## config.mk

```make
export PLATFORM = sky130hd
export DESIGN_NAME = armleocpu_jtag_dtm
export DESIGN_NICKNAME = d
export VERILOG_FILES = /design/src/rtl/armleocpu_jtag_dtm.sv
export SDC_FILE = /design/constraint.sdc
export NUM_CORES = 1
export LEC_CHECK = 0
export ABC_CLOCK_PERIOD_IN_PS = 2400
export BUFFER_PORTS_ARGS = -buffer_cell sky130_fd_sc_hd__buf_2
export CELL_PAD_IN_SITES_DETAIL_PLACEMENT = 0
export CELL_PAD_IN_SITES_GLOBAL_PLACEMENT = 2
export CORE_ASPECT_RATIO = 0.7
export CORE_UTILIZATION = 30
export CTS_CLUSTER_DIAMETER = 200
export DETAILED_ROUTE_END_ITERATION = 12
export PLACE_DENSITY = 0.72
export SETUP_SLACK_MARGIN = 0.15
export SYNTH_ARGS = -nofsm -noshare
export SYNTH_HDL_FRONTEND = slang
export SYNTH_SLANG_ARGS = --single-unit
```

## constraint.sdc

```tcl
create_clock -name clk -period 2.4 [get_ports clk]
set_clock_uncertainty 0.1 [all_clocks]
set_input_delay 0.24 -clock clk [delete_from_list [all_inputs] [get_ports clk]]
set_output_delay 0.24 -clock clk [all_outputs]
set_load 0.1 [all_outputs]
```

## src/rtl/armleocpu_jtag_dtm.sv

```systemverilog
//==============================================================================
// armleocpu_jtag_dtm : RISC-V JTAG DTM (IDCODE/DTMCS/DMI/BYPASS DRs, DMI master)
// Optional IDCODE register enabled by ARMLEOCPU_JTAG_DTM_IDCODE_EN. Revision 1.0
//==============================================================================
`default_nettype none

module armleocpu_jtag_dtm #(
    parameter int          IR_LENGTH    = 5,
    parameter int          ABITS        = 7,
    parameter logic [31:0] IDCODE_VALUE = 32'h0000_0001
) (
    input  logic                 clk,
    input  logic                 rst,
    input  logic                 tck_rise_i,
    input  logic [IR_LENGTH-1:0] ir_i,
    input  logic                 capture_dr_i,
    input  logic                 shift_dr_i,
    input  logic                 update_dr_i,
    input  logic                 td_i,
    output logic                 tdo_o,
    output logic                 dmi_req_valid_o,
    input  logic                 dmi_req_ready_i,
    output logic [ABITS-1:0]     dmi_req_addr_o,
    output logic [31:0]          dmi_req_data_o,
    output logic [1:0]           dmi_req_op_o,
    input  logic                 dmi_resp_valid_i,
    output logic                 dmi_resp_ready_o,
    input  logic [31:0]          dmi_resp_data_i,
    input  logic                 dmi_resp_err_i
);

    localparam int         W_DMI       = ABITS + 34;
    localparam logic [5:0] ABITS6      = 6'(ABITS);
    localparam logic [1:0] SEL_BYPASS  = 2'd0;
    localparam logic [1:0] SEL_IDCODE  = 2'd1;
    localparam logic [1:0] SEL_DTMCS   = 2'd2;
    localparam logic [1:0] SEL_DMI     = 2'd3;
    localparam logic [1:0] OP_READ     = 2'd1;
    localparam logic [1:0] OP_WRITE    = 2'd2;
    localparam logic [1:0] STAT_FAILED = 2'd2;
    localparam logic [1:0] STAT_BUSY   = 2'd3;

    typedef enum logic [1:0] {
        ST_IDLE = 2'd0,
        ST_REQ  = 2'd1,
        ST_RESP = 2'd2
    } state_t;

    logic [4:0]       ir5;
    logic [1:0]       sel;
    logic [31:0]      dtmcs_val;
    state_t           state_q, state_d;
    logic [W_DMI-1:0] sr_q, sr_d;
    logic [1:0]       sticky_q, sticky_d;
    logic [ABITS-1:0] addr_q, addr_d;
    logic [31:0]      data_q, data_d;
    logic [1:0]       op_q, op_d;
    logic [31:0]      last_data_q, last_data_d;
    logic             drain_q, drain_d;
    logic             req_valid_q, resp_ready_q;

    if (IR_LENGTH >= 5) begin : g_ir_trunc
        assign ir5 = ir_i[4:0];
    end else begin : g_ir_pad
        assign ir5 = {{(5 - IR_LENGTH){1'b0}}, ir_i};
    end

    always_comb begin
        sel = SEL_BYPASS;
        case (ir5)
`ifdef ARMLEOCPU_JTAG_DTM_IDCODE_EN
            5'h01:   sel = SEL_IDCODE;
`endif
            5'h10:   sel = SEL_DTMCS;
            5'h11:   sel = SEL_DMI;
            default: sel = SEL_BYPASS;
        endcase
    end

    assign dtmcs_val = {14'b0, 1'b0, 1'b0, 1'b0, 3'd1, sticky_q, ABITS6, 4'd1};

    always_comb begin
        state_d     = state_q;
        sr_d        = sr_q;
        sticky_d    = sticky_q;
        addr_d      = addr_q;
        data_d      = data_q;
        op_d        = op_q;
        last_data_d = last_data_q;
        drain_d     = drain_q;

        // DM side is resolved first so a same-cycle Update sees the post-response state.
        if (drain_q && dmi_resp_valid_i) begin
            drain_d = 1'b0;
        end
        case (state_q)
            ST_REQ: begin
                if (dmi_req_ready_i) begin
                    state_d = ST_RESP;
                end
            end
            ST_RESP: begin
                if (dmi_resp_valid_i && !drain_q) begin
                    state_d = ST_IDLE;
                    if (op_q == OP_READ) begin
                        last_data_d = dmi_resp_data_i;
                    end
                    if (dmi_resp_err_i && (sticky_q == 2'd0)) begin
                        sticky_d = STAT_FAILED;
                    end
                end
            end
            default: ;
        endcase

        if (tck_rise_i) begin
            if (capture_dr_i) begin
                case (sel)
                    SEL_IDCODE: sr_d = {{(W_DMI - 32){1'b0}}, IDCODE_VALUE};
                    SEL_DTMCS:  sr_d = {{(W_DMI - 32){1'b0}}, dtmcs_val};
                    SEL_DMI: begin
                        if (state_q != ST_IDLE) begin
                            sr_d     = {addr_q, last_data_q, STAT_BUSY};
                            sticky_d = STAT_BUSY;
                        end else begin
                            sr_d = {addr_q, last_data_q, sticky_q};
                        end
                    end
                    default:    sr_d = '0;
                endcase
            end else if (shift_dr_i) begin
                case (sel)
                    SEL_IDCODE, SEL_DTMCS: sr_d = {{(W_DMI - 32){1'b0}}, td_i, sr_q[31:1]};
                    SEL_DMI:               sr_d = {td_i, sr_q[W_DMI-1:1]};
                    default:               sr_d = {{(W_DMI - 1){1'b0}}, td_i};
                endcase
            end else if (update_dr_i) begin
                if (sel == SEL_DTMCS) begin
                    if (sr_q[17]) begin
                        // An already-accepted request still owes a response; swallow it.
                        sticky_d = 2'd0;
                        if (state_d == ST_RESP) begin
                            drain_d = 1'b1;
                        end
                        state_d = ST_IDLE;
                    end else if (sr_q[16]) begin
                        sticky_d = 2'd0;
                    end
                end else if ((sel == SEL_DMI) && (sticky_d == 2'd0) &&
                             ((sr_q[1:0] == OP_READ) || (sr_q[1:0] == OP_WRITE))) begin
                    if (state_d != ST_IDLE) begin
                        sticky_d = STAT_BUSY;
                    end else begin
                        state_d = ST_REQ;
                        addr_d  = sr_q[W_DMI-1:34];
                        data_d  = sr_q[33:2];
                        op_d    = sr_q[1:0];
                    end
                end
            end
        end
    end

    always_ff @(posedge clk) begin
        if (rst) begin
            state_q      <= ST_IDLE;
            sr_q         <= '0;
            sticky_q     <= 2'd0;
            addr_q       <= '0;
            data_q       <= 32'd0;
            op_q         <= 2'd0;
            last_data_q  <= 32'd0;
            drain_q      <= 1'b0;
            req_valid_q  <= 1'b0;
            resp_ready_q <= 1'b0;
        end else begin
            state_q      <= state_d;
            sr_q         <= sr_d;
            sticky_q     <= sticky_d;
            addr_q       <= addr_d;
            data_q       <= data_d;
            op_q         <= op_d;
            last_data_q  <= last_data_d;
            drain_q      <= drain_d;
            req_valid_q  <= (state_d == ST_REQ);
            resp_ready_q <= (state_d == ST_RESP) || drain_d;
        end
    end

    assign tdo_o            = sr_q[0];
    assign dmi_req_valid_o  = req_valid_q;
    assign dmi_req_addr_o   = addr_q;
    assign dmi_req_data_o   = data_q;
    assign dmi_req_op_o     = op_q;
    assign dmi_resp_ready_o = resp_ready_q;

endmodule

`default_nettype wire

```

Word-level counts from Yosys, hierarchy flattened:

Index checks and enable logic that the tools add are counted.

* register bits: 121
* output and inout bits: 44

* equality and inequality tests: 13
* multiplexer cells: 39
* bitwise gates (word level): 4
* reductions and logical operators: 17

Operators by type and width (count)
* one-hot mux 41 bit (3 select lines): 1
* 2-to-1 mux 41 bit: 2
* one-hot mux 41 bit (2 select lines): 1
* 2-to-1 mux 2 bit: 25
* equality test 2 bit (second input constant): 6
* equality test 2 x 1 -> 1 bit (second input constant): 5
* equality test 5 bit (second input constant): 2
* 2-to-1 mux 1 bit: 8
* one-hot mux 2 bit (2 select lines): 2
* AND reduction 7 bit: 1
* nonzero test 2 bit: 3
* logical AND 1 bit: 5
* zero test 2 bit: 2
* inverter 1 bit: 4
* AND reduction 3 bit: 1
* logical OR 1 bit: 2
* AND reduction 2 bit: 1
* OR reduction 2 bit: 1
* zero test 1 bit: 1

Logic depth before layout (Yosys ltp):

* depth after elaboration: 16
* gate-level depth with buffers: 8
* depth with buffers taken out: 7

Least setup slack after synthesis:

Ideal clock, no wire load.

* kind: reg-to-reg
* start: reg sr_q[0]
* end: reg op_q[0], in the netlist dmi_req_op_o[0]
* arrival: 2.216 ns
* required time: 2.172 ns
* slack: -0.044 ns
* stages on the path, launching flop included: 7
* path buffers: 1
* cells stage by stage: dfxtp_1 > xor2_1 > nand2_1 > a2111oi_4 > buf_6 > mux2i_1 > nor2_1

* longest elaborated chain between the ends: 4
* elaborated cells on any way between the ends: 5

RTL lines
* from (decl): RTL line 53 `logic [W_DMI-1:0] sr_q, sr_d;`
* from (signal assigned): RTL line 178 `sr_q <= sr_d;`
* equality test 2 x 1 -> 1 bit / equality test 2 bit (equally long branches): RTL line 150 `((sr_q[1:0] == OP_READ) || (sr_q[1:0] == OP_WRITE))) begin`
* logical OR 1 bit: RTL line 150
* logical AND 1 bit: RTL line 149 `end else if ((sel == SEL_DMI) && (sticky_d == 2'd0) &&`
* AND reduction 7 bit (no source line)
* to (signal assigned): RTL line 182 `op_q <= op_d;`
* to (decl): RTL line 57 `logic [1:0] op_q, op_d;`

Several ways; a longest one is shown, not always the timed one.
A chain may end at the register's enable or synchronous reset.

Final worst setup path:

* start: reg state_q[0]
* end: reg addr_q[4], in the netlist dmi_req_addr_o[4]

* longest elaborated chain between the ends: 6
* elaborated cells on any way between the ends: 12

RTL lines
* from (decl): RTL line 52 `state_t state_q, state_d;`
* from (signal assigned): RTL line 177 `state_q <= state_d;`
* equality test 2 bit: RTL line 96 `case (state_q)`
* 2-to-1 mux 2 bit: RTL line 96
* zero test 2 bit: RTL line 149
* logical AND 1 bit (2 in a row): RTL line 149
* AND reduction 7 bit (no source line) (*)
* to (signal assigned): RTL line 180 `addr_q <= addr_d;`
* to (decl): RTL line 55 `logic [ABITS-1:0] addr_q, addr_d;`

Every way passes the cells marked *; elsewhere a longest branch is shown, timed or not.

==> out/results.ini <==
[run_status]
status=completed

[sta]
setup_violations=0
max_freq_mhz=464
rsz0062_at_grt=true
hold_ws_ns=0.0215
layout_worst_path_cycle_share=0.898
hold_viol=0
tightest_slew_ns=0.685
finalCriticalPeriod_ns=2.15
slew-limit-headroom=0.541
slew_violations=0

[synth]
synthTopCellsByArea=dfxtp_1 50%, mux2i_1 10%, nor2_1 6.8%, nand2_1 6.2%, a21oi_1 5.9%
synth_area_per_cell_sq_um=8.79
synth_area_leader_cell=dfxtp_1
seq_area_frac_synth=0.498
synthAdderAreaFrac=0.00772
synth_xor_area_frac=0.00180
synth_top_family_by_area=simple AND/OR/NAND/NOR gates
syn_area_sq_um=4860
synth-compound-area-share=0.143
yosysTopAreaCellShare=0.498
ys.warnings.count=0
synth-simple-area-share=0.197
yosysUniqueCellTypes=39
synth_nets=603
synth_cells=553
synthMuxAreaShare=0.107
ys_seq_elements=121

[setup_path]
cp_data_arrival_time_ns=2.33
slowest_delay_ns=0.38
path_max_fanout=7
cpMostUsedCell=buf_6
setup.worst_path.end_class=flop
cp-endpoint=dmi_req_addr_o[4]
start_kind=flop
r2r_start=state_q[0]
r2r-end=dmi_req_addr_o[4]
reg2reg_slack_ns=0.25
worstSetupStartpoint=state_q[0]
reg2reg_depth=9
critical-path-top-delay-family=compound AO/OA/AOI/OAI gates
cp.depth=9
crit_slowest_cell=a2111oi_4
critPathKind=reg -> reg
path_buf_inv=3
crit_chain=inv_4, ha_4, and2b_2, o21ai_2, a2111oi_4, buf_6, buf_6, mux2i_1, nor2_1
worstPathRequired_ns=2.58

[finish]
drive_gt1_frac=0.246
layout.nets=727
fin_cells=886
num_antenna_cells=0
layout_common_cells=117 x dfxtp_1, 89 x buf_2, 87 x nor2_1
final_common_cell=dfxtp_1
syn2layout_area_growth_pct=34.4
design_area_sq_um=6530

[floorplan]
initial_utilization=0.311
die_w_um=154
std_cell_rows=38
ios=91
core_sq_um=15600
die_y_um=109
die-area_sq_um=16700

[flow_run]
max-cap-violations=0

[route]
drt-total-wl_mm=14.0
dr.pass1.iters=5
routed_via_density=4.91
drc=0
postRouteAntennaNets=0
vias=4354
detail_route.iter0.violations=273
wl_per_cell_um=15.8

[grt]
grt_max_degree=51
globalRoute.totalOverflow=0
grt_pass1_wl_mm=22.2
busiest_layer=met2
grt_use_met3=0.0381
antenna_found_initial=1
grt_pass1_vias=4128
use_met1=0.250
grt_use_total=0.175
grtUsageMet2=0.259

[placed_design]
placement.io_buffers=90
place_area_sq_um=5590
place_hpwl_mm=9.25
gp_congestion=0.776
placed_cells=825

[clocking]
htree_levels=4
numCtsBuffers=17
worstSkewPairLatency_ns=0.41
cts_tree=yes
cts_max_path_buffers=2
clockRootBuffer=clkbuf_16
cts.sinks=121
cts.clk_slew.worst_paths_ns=0.05

[power_and_ir_drop]
leakage_nw=2.52
peakVddDrop_mv=0.358
power.total_mw=4.58
powerDensity_nw_per_um2=701

[min_path]
hp-class=in -> reg

==> worst min-delay path: cells and delay by family <==
family | cells | cell delay, ns
and+or+nand+nor | 1 | 0.08
buffers and inverters | 1 | 0.09
AOI/OAI and AO/OA | 1 | 0.06
==> state kept, by name (all words and copies together), names as in the netlist <==
register and cells:
dmi_req_addr_o 7, dmi_req_data_o 32, dmi_req_op_o 2, dmi_req_valid_o 1, dmi_resp_ready_o 1, drain_q 1
last_data_q 32, sr_q 41, state_q 2, sticky_q 2
==> how the worst min path moves through the flow <==
stage / start / endpoint / slack, ns / cells after the start
6_report: dmi_resp_data_i[21] / last_data_q[21] / 0.02 / 3
5_1_grt: dmi_resp_data_i[21] / last_data_q[21] / 0.03 / 3
4_1_cts: dmi_resp_data_i[21] / last_data_q[21] / 0.005 / 3
3_5_place_dp: last_data_q[31] / last_data_q[31] / 0.35 / 2
3_3_place_gp: last_data_q[25] / last_data_q[25] / 0.34 / 2
2_1_floorplan: dmi_resp_data_i[10] / last_data_q[10] / 0.28 / 2
==> report_power, final <==
| part | internal, mW | switching (mW) | total, mW | leakage [nW] |
|---|---|---|---|---|
| logic | 0.119 | 0.151 | 0.269 | 1.29 |
| clock network | 1.37 | 0.879 | 2.25 | 0.251 |
| registers | 2.04 | 0.0283 | 2.07 | 0.981 |
| total | 3.52 | 1.06 | 4.58 | 2.52 |
==> synth_stat cells <==
cell       number
mux2_2          1
nand3b_1        5
mux2i_1        51
nand2_1        80
a211oi_1        2
a221oi_1       24
dfxtp_1       121
o21ai_0         4
o211ai_1        1
nor2b_1         1
nand2b_1        4
buf_6           4
o2111ai_1       6
inv_1           7
nor3_1         25
buf_2           2
o21a_1          2
nor3b_1         1
o21ai_1         1
xor2_1          1
a22oi_1         2
nor4b_2         1
or3_4           1
ha_1            3
and2_1          1
a31oi_1         4
nor4_1          3
and2b_2         3
buf_1           2
or4b_1          1
and3_1          1
nand3_1         5
a21o_1          1
a41o_2          1
a2111oi_4       1
or4_1           1
a21oi_1        57
clkbuf_1       34
nor2_1         88
==> repair_timing <==
action,4_1_cts,5_1_grt
pin swaps,2,2
setup endpoints to repair,41,31
resized for setup,17,7
cloned,2,0
hold buffers,29,0
setup buffers,2,0
endpoints found under the hold margin,29,0
==> through the flow <==
step | setup WS [ns] | utilization | TNS [ns]
after floorplan | 0.0807 | - | 0
final | 0.245 | 0.418 | 0
after global routing | 0.129 | 0.418 | 0
after CTS | 0.161 | 0.417 | 0
after detailed placement | -0.0363 | 0.358 | -0.346
after global placement | 0.00513 | 0.358 | 0
==> cell families (layout without fill, tap and decap cells) <==
group                      after synthesis  count (layout)
adders and majority gates                3               3
DFF                                    121             121
muxes                                   52              52
AOI/OAI and AO/OA                      106             106
buffers and inverters                   49             182
xor gates and xnor gates                 1               1
and+or+nand+nor                        221             221
==> routing by layer <==
metal | vias up | wire, um
met4 | 0 | 92
met2 | 110 | 5800
li1 | 2172 | -
met3 | 9 | 623
met1 | 2063 | 7530
met5 | - | 0
==> layout make-up <==
class                           count  area, sq um
Clock buffer                       20          467
Clock inverter                      8         51.3
Fill cell                        1560         9110
Inverter                            7         28.8
Multi-Input combinational cell    383         2280
Sequential cell                   121         2430
Tap cell                          200          250
Timing Repair Buffer              147         1020
No activity file was read; power rests on OpenSTA's default activity.
